<file path="src/rtl/deb_pkg.sv">
// ============================================================================
// Module : deb_pkg
// Brief  : Shared constants, index-width helper and event type for the
//          multi-channel debounce controller.
// Rev    : 1.0  initial release
// ============================================================================
`default_nettype none

package deb_pkg;

  localparam int DEB_N          = 4;
  localparam int DEB_STABLE_CNT = 7;
  // Widest channel index the event type can carry (N up to 16).
  localparam int DEB_IDX_MAX_W  = 4;

  typedef struct packed {
    logic [DEB_IDX_MAX_W-1:0] idx;
    logic                     level;
  } deb_ev_t;

  function automatic int clog2(input int value);
    int r;
    r = 0;
    for (int i = 0; i < 32; i++) begin
      if ((1 << r) < value) r = r + 1;
    end
    return r;
  endfunction

endpackage

`default_nettype wire

</file>
<file path="src/rtl/deb_rr_arb.sv">
// ============================================================================
// Module : deb_rr_arb
// Brief  : Combinational round-robin picker: first request at or after
//          last_grant+1 (mod N).
// Rev    : 1.0  initial release
// ============================================================================
`default_nettype none

module deb_rr_arb
  import deb_pkg::*;
#(
  parameter int N     = DEB_N,
  parameter int IDX_W = clog2(DEB_N)
) (
  input  logic [N-1:0]     req,
  input  logic [IDX_W-1:0] last_grant,
  output logic [IDX_W-1:0] grant_idx,
  output logic             grant_vld
);

  int               w_k;
  logic [IDX_W-1:0] w_k_idx;

  // Walk offsets from farthest to nearest so the nearest request wins.
  always_comb begin
    grant_idx = '0;
    grant_vld = 1'b0;
    w_k       = 0;
    w_k_idx   = '0;
    for (int off = N; off >= 1; off--) begin
      w_k     = (int'(last_grant) + off) % N;
      w_k_idx = IDX_W'(w_k);
      if (req[w_k_idx]) begin
        grant_idx = w_k_idx;
        grant_vld = 1'b1;
      end
    end
  end

endmodule

`default_nettype wire

</file>
<file path="src/rtl/deb_scan_ctrl.sv">
// ============================================================================
// Module : deb_scan_ctrl
// Brief  : Time-multiplexed N-channel debouncer with a round-robin
//          valid/ready event output. Optional DEB_OVERRUN_EN adds a sticky
//          per-channel overrun flag.
// Rev    : 1.0  initial release
// ============================================================================
`default_nettype none

module deb_scan_ctrl
  import deb_pkg::*;
#(
  parameter int N          = DEB_N,
  parameter int STABLE_CNT = DEB_STABLE_CNT,
  parameter int CNT_W      = 3,
  parameter int IDX_W      = clog2(DEB_N)
) (
  input  logic             clk,
  input  logic             rst_n,
  input  logic [N-1:0]     in,
  output logic [N-1:0]     out,
  output logic             ev_valid,
  input  logic             ev_ready,
  output logic [IDX_W-1:0] ev_idx,
  output logic             ev_level
`ifdef DEB_OVERRUN_EN
  ,
  output logic [N-1:0]     overrun
`endif
);

  localparam logic [CNT_W-1:0] c_stable = CNT_W'(STABLE_CNT);
  localparam logic [IDX_W-1:0] c_last   = IDX_W'(N - 1);
  localparam logic [N-1:0]     c_one    = {{(N-1){1'b0}}, 1'b1};

  logic [N-1:0]     r_sync1;
  logic [N-1:0]     r_sync;
  logic [IDX_W-1:0] r_scan_idx;
  logic [N-1:0]     r_smp;
  logic [N-1:0]     r_out;
  logic [N-1:0]     r_pend;
  logic [CNT_W-1:0] r_cnt [N];

  logic             r_ev_valid;
  deb_ev_t          r_ev;
  logic [IDX_W-1:0] r_last_grant;

  logic             w_sync_bit;
  logic             w_smp_bit;
  logic             w_out_bit;
  logic [CNT_W-1:0] w_cnt;
  logic [CNT_W-1:0] w_cnt_nxt;
  logic             w_smp_chg;
  logic             w_accept;
  logic [N-1:0]     w_set;
  logic [N-1:0]     w_clr;
  logic             w_load;
  logic [IDX_W-1:0] w_grant_idx;
  logic             w_grant_vld;

  // Shared compare/count datapath, operating on the channel under scan.
  assign w_sync_bit = r_sync[r_scan_idx];
  assign w_smp_bit  = r_smp[r_scan_idx];
  assign w_out_bit  = r_out[r_scan_idx];
  assign w_cnt      = r_cnt[r_scan_idx];

  always_comb begin
    w_cnt_nxt = w_cnt;
    w_smp_chg = 1'b0;
    w_accept  = 1'b0;
    if (w_sync_bit != w_smp_bit) begin
      w_smp_chg = 1'b1;
      w_cnt_nxt = '0;
    end else if (w_cnt < c_stable) begin
      w_cnt_nxt = w_cnt + 1'b1;
      if ((w_cnt_nxt == c_stable) && (w_smp_bit != w_out_bit)) begin
        w_accept = 1'b1;
      end
    end
  end

  assign w_set = w_accept ? (c_one << r_scan_idx) : '0;

  always_ff @(posedge clk or negedge rst_n) begin
    if (!rst_n) begin
      r_sync1    <= '0;
      r_sync     <= '0;
      r_scan_idx <= '0;
      r_smp      <= '0;
      r_out      <= '0;
      for (int i = 0; i < N; i++) begin
        r_cnt[i] <= '0;
      end
    end else begin
      r_sync1    <= in;
      r_sync     <= r_sync1;
      r_scan_idx <= (r_scan_idx == c_last) ? '0 : r_scan_idx + 1'b1;
      r_cnt[r_scan_idx] <= w_cnt_nxt;
      if (w_smp_chg) r_smp[r_scan_idx] <= w_sync_bit;
      if (w_accept)  r_out[r_scan_idx] <= w_smp_bit;
    end
  end

  deb_rr_arb #(
    .N     (N),
    .IDX_W (IDX_W)
  ) u_arb (
    .req        (r_pend),
    .last_grant (r_last_grant),
    .grant_idx  (w_grant_idx),
    .grant_vld  (w_grant_vld)
  );

  assign w_load = (!r_ev_valid || ev_ready) && w_grant_vld;
  assign w_clr  = w_load ? (c_one << w_grant_idx) : '0;

  // A fresh accept on the channel being granted keeps its pending bit set.
  always_ff @(posedge clk or negedge rst_n) begin
    if (!rst_n) begin
      r_pend       <= '0;
      r_ev_valid   <= 1'b0;
      r_ev         <= '0;
      r_last_grant <= c_last;
    end else begin
      r_pend <= (r_pend & ~w_clr) | w_set;
      if (w_load) begin
        r_ev_valid   <= 1'b1;
        r_ev.idx     <= DEB_IDX_MAX_W'(w_grant_idx);
        r_ev.level   <= r_out[w_grant_idx];
        r_last_grant <= w_grant_idx;
      end else if (ev_ready) begin
        r_ev_valid <= 1'b0;
      end
    end
  end

`ifdef DEB_OVERRUN_EN
  logic [N-1:0] r_overrun;

  always_ff @(posedge clk or negedge rst_n) begin
    if (!rst_n) begin
      r_overrun <= '0;
    end else begin
      r_overrun <= r_overrun | (w_set & r_pend & ~w_clr);
    end
  end

  assign overrun = r_overrun;
`endif

  logic unused_ev_idx;
  assign unused_ev_idx = ^r_ev.idx;

  assign out      = r_out;
  assign ev_valid = r_ev_valid;
  assign ev_idx   = r_ev.idx[IDX_W-1:0];
  assign ev_level = r_ev.level;

endmodule

`default_nettype wire

</file>
<file path="config.mk">
export PLATFORM = sky130hd
export DESIGN_NAME = deb_scan_ctrl
export DESIGN_NICKNAME = d
export VERILOG_FILES = /design/src/rtl/deb_pkg.sv /design/src/rtl/deb_rr_arb.sv /design/src/rtl/deb_scan_ctrl.sv
export SDC_FILE = /design/constraint.sdc
export NUM_CORES = 1
export LEC_CHECK = 0
export ABC_CLOCK_PERIOD_IN_PS = 2600
export CELL_PAD_IN_SITES_DETAIL_PLACEMENT = 1
export CELL_PAD_IN_SITES_GLOBAL_PLACEMENT = 2
export CORE_ASPECT_RATIO = 1.4
export CORE_MARGIN = 5
export CORE_UTILIZATION = 39
export DETAILED_ROUTE_END_ITERATION = 16
export GPL_ROUTABILITY_DRIVEN = 0
export PLACE_DENSITY = 0.76
export SYNTH_ARGS = -nofsm -noshare
export SYNTH_HDL_FRONTEND = slang
export SYNTH_SLANG_ARGS = --single-unit
</file>
<file path="constraint.sdc">
create_clock -name clk -period 2.6 [get_ports clk]
set_input_delay 0.39 -clock clk [delete_from_list [all_inputs] [get_ports clk]]
set_output_delay 0.39 -clock clk [all_outputs]
set_load 0.01 [all_outputs]
</file>
# == Word level (Yosys, flattened, before mapping) ==
# Cells that the tools add are included.
# word_totals
register_bits,40
inputBits,7
output_inout_bits,8
# classes
add_sub_neg,6
magnitude_cmp,10
n_eq_ne,4
shifts,2
n_mux,45
n_bitwise,4
reduce_logical,7
# ops
op,n
$mux W1,19
$lt A2 B3 Y1 const B,6
$bmux W1 S2,8
$mux W3,5
$bwmux W12,1
$mux W2,5
$bwmux W4,2
$mux W4,2
$shl A1 B2 Y4 const A,2
$add A2 B1 Y2 const B,3
$bmux W3 S2,1
$demux W3 S2,1
$add A2 B2 Y2 const B,2
$and A4 B4 Y4,1
$logic_and A1 B1 Y1,4
$not A4 Y4,1
$or A4 B4 Y4,1
$add A3 B1 Y3 const B,1
$eq A3 B3 Y1 const B,1
$ge A3 B3 Y1 const B,1
$lt A3 B1 Y1 const B,1
$lt A3 B3 Y1 const B,1
$not A2 Y3,1
$demux W1 S2,1
other kinds (6),7

# == Longest topological paths before layout ==
# Gate-level depths: netlist (run 1).
# logic_depth
depth_word,12
depth_mapped,7
depth_no_buf,6

# == Hierarchy ==
# From an unflattened synthesis (run 1), not the netlist that was laid out.
# unflattened
hier_cells,165
area_unflattened_um2,1960.6
# modules_own_cells
mod,instances,cells_per_inst,area_per_inst_um2
deb_scan_ctrl,1,151,1869.3
deb_rr_arb,1,14,91.3

# == Least setup slack after synthesis (run 1) ==
# OpenSTA, ideal clock, no wires.
# synth_path
kind,flip-flop to flip-flop
start,reg r_scan_idx[0]
end,reg r_pend[0]
setup_ns,0.074
t_arrival_ns,2.146
required_time_ns,2.526
path_slack_ns,0.380
stages_incl_launch_ff,7
n_path_buf,1
path_cell_list,dfrtp_1 buf_6 mux4_2 ha_1 mux2_4 or3_4 o21ai_2
# synth_between
elab_chain_len,12
word_cells_on_any_way,22
# synth_rtl
item,line,text
start: declaration,deb_scan_ctrl.sv:38,logic [IDX_W-1:0] r_scan_idx;
start signal: assignment,deb_scan_ctrl.sv:97,r_scan_idx <= (r_scan_idx == c_last) ? '0 : r_scan_idx + 1'b1;
$not A2 Y3 (implied by the code),deb_scan_ctrl.sv:65,assign w_cnt = r_cnt[r_scan_idx];
$bmux W3 S2,deb_scan_ctrl.sv:65,
$mux W3 (implied by the code) (2 in series),deb_scan_ctrl.sv:65,
$add A3 B1 Y3,deb_scan_ctrl.sv:75,w_cnt_nxt = w_cnt + 1'b1;
$eq A3 B3 Y1,deb_scan_ctrl.sv:76,if ((w_cnt_nxt == c_stable) && (w_smp_bit != w_out_bit)) begin
$logic_and A1 B1 Y1,deb_scan_ctrl.sv:76,
$mux W1,deb_scan_ctrl.sv:76,
$mux W1,deb_scan_ctrl.sv:74,end else if (w_cnt < c_stable) begin
$mux W1,deb_scan_ctrl.sv:71,if (w_sync_bit != w_smp_bit) begin
$mux W4 *,deb_scan_ctrl.sv:82,assign w_set = w_accept ? (c_one << r_scan_idx) : '0;
$or A4 B4 Y4 *,deb_scan_ctrl.sv:125,r_pend <= (r_pend & ~w_clr) | w_set;
end signal: assignment,deb_scan_ctrl.sv:125,
end: declaration,deb_scan_ctrl.sv:41,logic [N-1:0] r_pend;
# Mark *: on every way between the ends. The rest lies on a longest branch, timed or not. The select of a mux whose other input is x is not followed.
# A chain may end at the register's enable or synchronous reset.

# == Final worst setup path (run 1) ==
# Ends and elaborated chain as after synthesis.

==> results of run 1 <==
==> cells in the final DEF, fill, tap and decap left out, types with 4 or more instances in the layout <==
cell and count:
a21oi_1 8, xor2_1 5, or3_1 4, nand2_1 8
buf_4 4, mux4_2 5, nand3_1 6, nor2_1 7
dfrtp_1 38, o31ai_1 4, ha_1 6, mux2_2 13
nand2b_1 4, clkdlybuf4s50_1 13, o21ai_0 17, inv_1 11
clkbuf_8 5
==> worst max-delay path: cells and delay by family, from the launching register on <==
family	cells	cell delay [ps]
and+or+nand+nor	1	410
adders and majority gates	1	270
DFF	1	420
muxes	2	940
AOI/OAI and AO/OA	1	120
==> path summary, 6_finish.rpt <==
kind / start / endpoint / cells after the start / slack (ps)
setup / recovery: r_scan_idx[0]$_DFF_PN0_ / r_pend[0]$_DFF_PN0_ / 5 / 370
hold / removal: rst_n / ev_valid$_DFFE_PN0P_ / 1 / 200
setup reg to reg: r_scan_idx[0]$_DFF_PN0_ / r_pend[0]$_DFF_PN0_ / 5 / 370
hold reg to reg: r_sync1[3]$_DFF_PN0_ / r_sync[3]$_DFF_PN0_ / 0 / 360
max in group asynchronous: rst_n / r_smp[1]$_DFFE_PN0P_ / 1 / 1860
min in group clk: r_sync1[3]$_DFF_PN0_ / r_sync[3]$_DFF_PN0_ / 0 / 360
==> cell type report <==
type / count / area [um^2]
multi-input combinational: 107 / 873
fill: 521 / 2560
clock buffer: 5 / 68.8
clock inverter: 3 / 46.3
tap: 64 / 80.1
sequential: 40 / 1000
timing repair buffer: 18 / 165
inverter: 11 / 41.3
==> state kept, by name, summed over array words and instances, names as in the netlist, 2 cells and up <==
register	count
r_scan_idx	2
r_last_grant	2
r_sync1	4
ev_idx	2
r_smp	4
r_sync	4
out	4
r_cnt	12
r_pend	4
==> cells by family after synthesis <==
group / share of synthesized area, %
DFF: 51.7
AOI/OAI and AO/OA: 11.5
and+or+nand+nor: 9.54
muxes: 17.9
buffers and inverters: 3.29
adders and majority gates: 3.87
xor gates and xnor gates: 2.26
==> stage by stage <==
step | hold slack, ps | worst slack, ps
5_1_grt | 280 | 227
3_5_place_dp | 340 | 353
6_report | 204 | 368
2_1_floorplan | 94.4 | 380
3_3_place_gp | 332 | 447
4_1_cts | 240 | 323
==> routing by layer <==
layer | vias to the layer above | global-route usage [%] | share of wire [%]
met3 | 5 | 3.44 | 2.8
met1 | 685 | 15.6 | 39
li1 | 630 | - | -
met2 | 18 | 27.9 | 57
met5 | - | 0 | 0
met4 | 0 | 4.79 | 1.2
==> power by group through the flow <==
| stage | combinational [mW] | sequential (mW) | clock (mW) |
|---|---|---|---|
| 6_report | 0.689 | 0.918 | 0.521 |
| 3_5_place_dp | 0.703 | 0.933 | 0 |
| 2_1_floorplan | 0.463 | 0.900 | 0 |
| 3_3_place_gp | 0.660 | 0.918 | 0 |
| 5_1_grt | 0.781 | 0.940 | 0.572 |
| 4_1_cts | 0.706 | 0.920 | 0.547 |
==> results.cfg, run 1 <==
[die]
initial_core_util_pct = 40.1
die_y_um = 93.5
ios = 15
fp.dieW_um = 69.6
die_area_um2 = 6510
rows = 30
core_um2 = 4840

[synthesis]
yosysSeqAreaShare_pct = 51.7
synth.top_cells.by_count = dfrtp_1, o21ai_0, mux2_2
netlist_area_um2 = 1940
synth.distinct_cells = 33
synth-edff-count = 0
syn_inst = 162
synthArstFlopShare_pct = 100
synth.avg_cell_area_um2 = 12.0
synth.most_common_cell = dfrtp_1
synth-seq-cells = 40
yosys_warnings = 0
yosys.area.top_type = dfrtp_1
ys.flop_type = dfrtp_1
synth_area_leaders = dfrtp_1, mux2_2, mux4_2, o21ai_0, ha_1
synth_top_area_share_pct = 49.0
synth_fp_nets = 175

[global_route]
grt_max_degree = 41
grt_pass1_wl_um = 7380
antenna_found_initial = 0
grt_pass1_vias = 1481
overflow = 0
track_usage_pct = 14.6

[power_and_ir_drop]
p_clk_share_pct = 24.5
ir_worst_vdd_v = 0.000463
power.switching_mw = 0.705
p_seq_share_pct = 43.1
sw_frac_of_total_pct = 33.1
power_leakage_nw = 0.951
combinationalPowerShare_pct = 32.4
power.total_mw = 2.13
power.density_nw_per_um2 = 934
intPower_mw = 1.42

[setup_path]
critPathCaptureType = flop
cp_max_fo = 10
slowest_delay_ps = 580
start_kind = flop
critical_path_class = flop to flop
worstPathRequired_ps = 2820
critPathSlowestCell = mux4_2
arrival_ps = 2460
crit_chain = mux4_2 > ha_1 > mux2_4 > or3_4 > o21ai_2

[final_layout]
drive_gt1_share_pct = 20.1
instances_no_fill = 248
nets = 196
syn2layout_area_growth_pct = 17.4
diodes = 0
design_area_um2 = 2280
postLayoutCoreUtil_pct = 47.1

[timing]
maxSlewHeadroom_pct = 42.4
fin_skew_ps = 6.72
hold_violations = 0
fmax_mhz = 448
setup_viol_count_final = 0
post-route-min-period_ps = 2230
drv_slew = 0
grt_setup_unrepaired = no
tightestPinTransition_ps = 864
fin_setup_tns_ps = 0
fin_crit_sh_pct = 85.8

[placement]
dpl.cell_count = 240
portBuffers = 14
dp_hpwl_um = 3250
placed_cell_area_um2 = 2160

[clocking]
clk_path_buf_depth = 2
postCtsSetupBuffers = 0
tritoncts = yes
htreeDepth = 2
cts_root_buffer = clkbuf_8
numCtsBuffers = 5
clkLatencyLatePin_ps = 300
cts.sinks = 40
clk_pin_slew_ps = 80
postCtsHoldBufs = 0
post_cts_resize_count = 0

[hold_path]
hp-class = input port to asynchronous set/reset pin

[route]
drc_errors = 0
viasPerCell = 5.40
dr_total_vias = 1338
routedWlPerCell_um = 17.3
ant_nets = 0
drt-pass1-iter-count = 4
drtIter0Drc = 41
wl_um = 4290

[status]
status = complete, no violations

[job]
maxCapViolCount = 0
(Power assumes the default switching activity.)
==> run 2: changes to the inputs <==
--- a/config.mk
+++ b/config.mk
@@ -16,4 +16,5 @@
 export PLACE_DENSITY = 0.76
 export SYNTH_ARGS = -nofsm -noshare
 export SYNTH_HDL_FRONTEND = slang
+export SYNTH_HIERARCHICAL = 1
 export SYNTH_SLANG_ARGS = --single-unit
==> results.cfg, run 2 <==
[timing]
fin_skew_ps = 6.93
maxSlewHeadroom_pct = 41.4
drv_slew = 0
fin_crit_sh_pct = 84.5
fin_setup_tns_ps = 0
hold_violations = 0
fmax_mhz = 455
tightestPinTransition_ps = 879
grt_setup_unrepaired = no
post-route-min-period_ps = 2200
holdWs_ps = 211
setup_viol_count_final = 0

[setup_path]
r2r_end = r_pend[3]$_DFF_PN0_
reg2reg_depth = 5
r2r-start = r_scan_idx[0]$_DFF_PN0_
critPathCaptureType = flop
start_kind = flop
arrival_ps = 2370
worstPathRequired_ps = 2780
cp_max_fo = 14
ff2ff_setup_slack_ps = 400
critical_path_class = flop to flop

[synthesis]
yosys_warnings = 6
synth.top_cells.by_count = dfrtp_1, o21ai_0, mux2_2, nand2_1, inv_1
yosysSeqAreaShare_pct = 51.2
synth-edff-count = 0
synth_area_leaders = dfrtp_1, mux4_2, mux2_2, ha_1, o21ai_0
synth-xor-area-share_pct = 2.23
synth_fp_nets = 178
yosys.area_share.simple_pct = 10.0
muxShareOfSynthArea_pct = 17.1
yosys.area.top_type = dfrtp_1
netlist_area_um2 = 1960
syn_inst = 165
yosys.area_share.adder_pct = 3.83
synth_top_area_share_pct = 48.5
synth_top_family_by_area = multiplexers
synthArstFlopShare_pct = 100
ys.flop_type = dfrtp_1
synth.most_common_cell = dfrtp_1
synth-seq-cells = 40
synth.avg_cell_area_um2 = 11.9
synth.distinct_cells = 30
synth_compound_area_share_pct = 11.6

[hold_path]
hp-class = input port to asynchronous set/reset pin

[placement]
dp_hpwl_um = 3240
portBuffers = 14

[clocking]
numCtsBuffers = 5
cts.sinks = 40
postCtsSetupBuffers = 0
postCtsHoldBufs = 0
tritoncts = yes
cts_root_buffer = clkbuf_8
clk_path_buf_depth = 2
clk_pin_slew_ps = 80
clkLatencyLatePin_ps = 290
htreeDepth = 2
post_cts_resize_count = 0

[final_layout]
drive_gt1_share_pct = 20.9
fillCellCount = 533
top_register = r_cnt
syn2layout_area_growth_pct = 14.7
final_common_cell = dfrtp_1
layout_common_cells = dfrtp_1, o21ai_0, clkdlybuf4s50_1
diodes = 0
nets = 194
largest_reg_flops = 12

[route]
drc_errors = 0
routedWlPerCell_um = 17.3
drtIter0Drc = 15
ant_nets = 0
viasPerCell = 5.34
dr_total_vias = 1314
wl_um = 4260
drt-pass1-iter-count = 4

[die]
ios = 15
die_y_um = 93.9
initial_core_util_pct = 40.2
fp.dieW_um = 69.9
core_um2 = 4880
die_area_um2 = 6570
rows = 30

[global_route]
antenna_found_initial = 0
overflow = 0
grt_max_degree = 41
grt_pass1_wl_um = 7310
track_usage_pct = 14.2
grt_pass1_vias = 1472

[status]
status = complete, no violations

[power_and_ir_drop]
ir_worst_vdd_v = 0.000371
power.density_nw_per_um2 = 860
power_leakage_nw = 1.01

[job]
maxCapViolCount = 0
==> run 2: critical path, stage by stage (launching register included) <==
cell	delay [ps]
dfrtp_1	450
buf_4	180
mux4_2	630
xor2_1	320
and3b_4	270
a22o_1	230
==> run 2: worst max path at each step <==
stage | end | depth (start not counted) | from
global route | r_pend[0]$_DFF_PN0_ | 5 | r_scan_idx[0]$_DFF_PN0_
detailed placement | r_pend[0]$_DFF_PN0_ | 5 | r_scan_idx[0]$_DFF_PN0_
global placement | r_pend[3]$_DFF_PN0_ | 5 | r_scan_idx[0]$_DFF_PN0_
finish | r_pend[3]$_DFF_PN0_ | 5 | r_scan_idx[0]$_DFF_PN0_
CTS | r_pend[3]$_DFF_PN0_ | 5 | r_scan_idx[0]$_DFF_PN0_
floorplan | r_pend[0]$_DFF_PN0_ | 6 | r_scan_idx[0]$_DFF_PN0_
==> run 2: cell type report <==
class	instances	area [um^2]	share of cell area, %
clock inverter	2	10.0	0.445
clock buffer	6	82.6	3.67
inverter	12	45.0	2.00
multi-input combinational	106	878	39.0
tap	64	80.1	3.56
sequential	40	1000	44.6
timing repair buffer	16	150	6.67
==> run 2: where the power goes <==
part	internal, mW	leakage (nW)	switching [mW]	total [mW]
combinational	0.294	0.473	0.329	0.623
clock	0.212	0.0510	0.211	0.423
sequential	0.777	0.482	0.112	0.889
total	1.28	1.01	0.652	1.93
==> run 2: stage by stage <==
step | cells | setup slack, ps | total power [mW] | util, % | instance area (um^2)
after floorplan | 165 | 511 | 1.31 | - | 1960
after global placement | 238 | 460 | 1.47 | 44.2 | 2160
after detailed placement | 238 | 437 | 1.53 | 44.2 | 2160
after CTS | 246 | 413 | 1.96 | 46.1 | 2250
after global routing | 246 | 257 | 2.07 | 46.1 | 2250
final | 246 | 403 | 1.93 | 46.1 | 2250
==> run 2: logic make-up after synthesis <==
group,count (synthesis)
flops,40
simple gates,38
compound gates,35
mux,22
buf+inv,19
fa+ha+maj,6
xor+xnor,5
==> run 2: routing by layer <==
layer  vias to the layer above  routed length [um]  track usage, %
met3                         7                 120            2.68
li1                        618                   -               -
met1                       668                1700            15.2
met5                         -                   0               0
met4                         0                  68            5.27
met2                        21                2370            27.1
==> run 3: changes to the inputs <==
--- a/config.mk
+++ b/config.mk
@@ -5,7 +5,7 @@
 export SDC_FILE = /design/constraint.sdc
 export NUM_CORES = 1
 export LEC_CHECK = 0
-export ABC_CLOCK_PERIOD_IN_PS = 2600
+export ABC_CLOCK_PERIOD_IN_PS = 2280
 export CELL_PAD_IN_SITES_DETAIL_PLACEMENT = 1
 export CELL_PAD_IN_SITES_GLOBAL_PLACEMENT = 2
 export CORE_ASPECT_RATIO = 1.4
==> constraint.sdc (replaced) <==
create_clock -name clk -period 2.28 [get_ports clk]
set_input_delay 0.342 -clock clk [delete_from_list [all_inputs] [get_ports clk]]
set_output_delay 0.342 -clock clk [all_outputs]
set_load 0.01 [all_outputs]
==> results.cfg, run 3 (synthesis results as in run 2) <==
[status]
status = complete, no violations

[timing]
drv_slew = 0
fin_skew_ps = 4.93
grt_setup_unrepaired = no
hold_violations = 0
holdWs_ps = 162
tightestPinTransition_ps = 884
fin_setup_tns_ps = 0
post-route-min-period_ps = 2140
maxSlewHeadroom_pct = 41.1
fin_crit_sh_pct = 93.7
fmax_mhz = 468
setup_viol_count_final = 0

[clocking]
postCtsHoldBufs = 0
tritoncts = yes
post_cts_resize_count = 0
clk_path_buf_depth = 2
clkLatencyLatePin_ps = 290
postCtsSetupBuffers = 0
cts.sinks = 40
numCtsBuffers = 5
htreeDepth = 2
clk_pin_slew_ps = 80
cts_root_buffer = clkbuf_8

[die]
fp.dieW_um = 69.9
rows = 30
ios = 15
initial_core_util_pct = 40.2
core_um2 = 4880
die_y_um = 93.9
die_area_um2 = 6570

[setup_path]
start_kind = flop
worstPathRequired_ps = 2470
critical_path_class = flop to flop
cp-startpoint = r_scan_idx[0]$_DFF_PN0_
arrival_ps = 2320
critPathCaptureType = flop
cp_max_fo = 9
r2r-start = r_scan_idx[0]$_DFF_PN0_
reg2reg_depth = 6

[route]
routedWlPerCell_um = 17.2
drtIter0Drc = 40
drt-pass1-iter-count = 3
wl_um = 4270
viasPerCell = 5.35
ant_nets = 0
dr_total_vias = 1328
drc_errors = 0

[final_layout]
top_register = r_cnt
fillCellCount = 530
multi_input_area_um2 = 878
seq_area_um2 = 1000
drive_gt1_share_pct = 21.7
syn2layout_area_growth_pct = 16.5
largest_reg_flops = 12
layout_common_cells = dfrtp_1, o21ai_0, clkdlybuf4s50_1
diodes = 0
design_area_um2 = 2280
final_common_cell = dfrtp_1
nets = 196

[job]
maxCapViolCount = 0

[power_and_ir_drop]
power.switching_mw = 0.743
p_seq_share_pct = 44.3
intPower_mw = 1.56
ir_worst_vdd_v = 0.000448
power.density_nw_per_um2 = 1010
sw_frac_of_total_pct = 32.2
power_leakage_nw = 1.02
p_clk_share_pct = 25.0
combinationalPowerShare_pct = 30.8

[global_route]
grt_max_degree = 41
overflow = 0
grt_pass1_wl_um = 7350
grt_pass1_vias = 1483
antenna_found_initial = 0
track_usage_pct = 14.6

[placement]
portBuffers = 14
placed_cell_area_um2 = 2170
dp_hpwl_um = 3220

[hold_path]
hp-class = input port to asynchronous set/reset pin
[run 3: worst paths after layout]
path	to	slack (ps)
setup / recovery	r_pend[0]$_DFF_PN0_	140
hold / removal	out[1]$_DFFE_PN0P_	160
setup reg to reg	r_pend[0]$_DFF_PN0_	140
hold reg to reg	r_sync[2]$_DFF_PN0_	350
max in group asynchronous	r_scan_idx[1]$_DFF_PN0_	1560
min in group clk	r_sync[2]$_DFF_PN0_	350
[run 3: worst max-delay path, cell delays in order, from the launching register on]
cell	delay (ps)
dfrtp_1	430
buf_4	200
mux4_2	580
a21bo_2	260
mux2i_4	110
and3b_4	220
a22o_1	230
[run 3: power groups by stage]
stage          logic (mW)  clock network (mW)  registers, mW
2_1_floorplan       0.494                   0          0.999
3_3_place_gp        0.687                   0           1.03
3_5_place_dp        0.719                   0           1.04
4_1_cts             0.725               0.600           1.02
5_1_grt             0.788               0.630           1.04
6_report            0.709               0.576           1.02
[run 3: stage by stage]
step                      setup WS, ps  total power [mW]  util (%)  std cells
after global placement             235              1.72      44.5        240
after CTS                          119              2.35      46.8        248
after floorplan                    191              1.49         -        165
after detailed placement           129              1.76      44.5        240
after global routing              46.0              2.46      46.8        248
final                              143              2.30      46.8        248
[run 3: layout make-up]
| class | instances | area share [%] |
|---|---|---|
| multi-input cells | 106 | 38.5 |
| repair buffers | 18 | 7.23 |
| inverters | 12 | 1.97 |
| flip-flops and latches | 40 | 43.9 |
| well taps | 64 | 3.51 |
| clock buffers | 5 | 3.01 |
| clock inverters | 3 | 1.86 |
[run 3: layer usage]
layer	vias up	share of wire [%]	global-route usage [%]
met4	0	1.6	5.75
met1	688	38	14.9
met5	-	0	0
met3	5	3.0	3.10
li1	617	-	-
met2	18	58	28.5
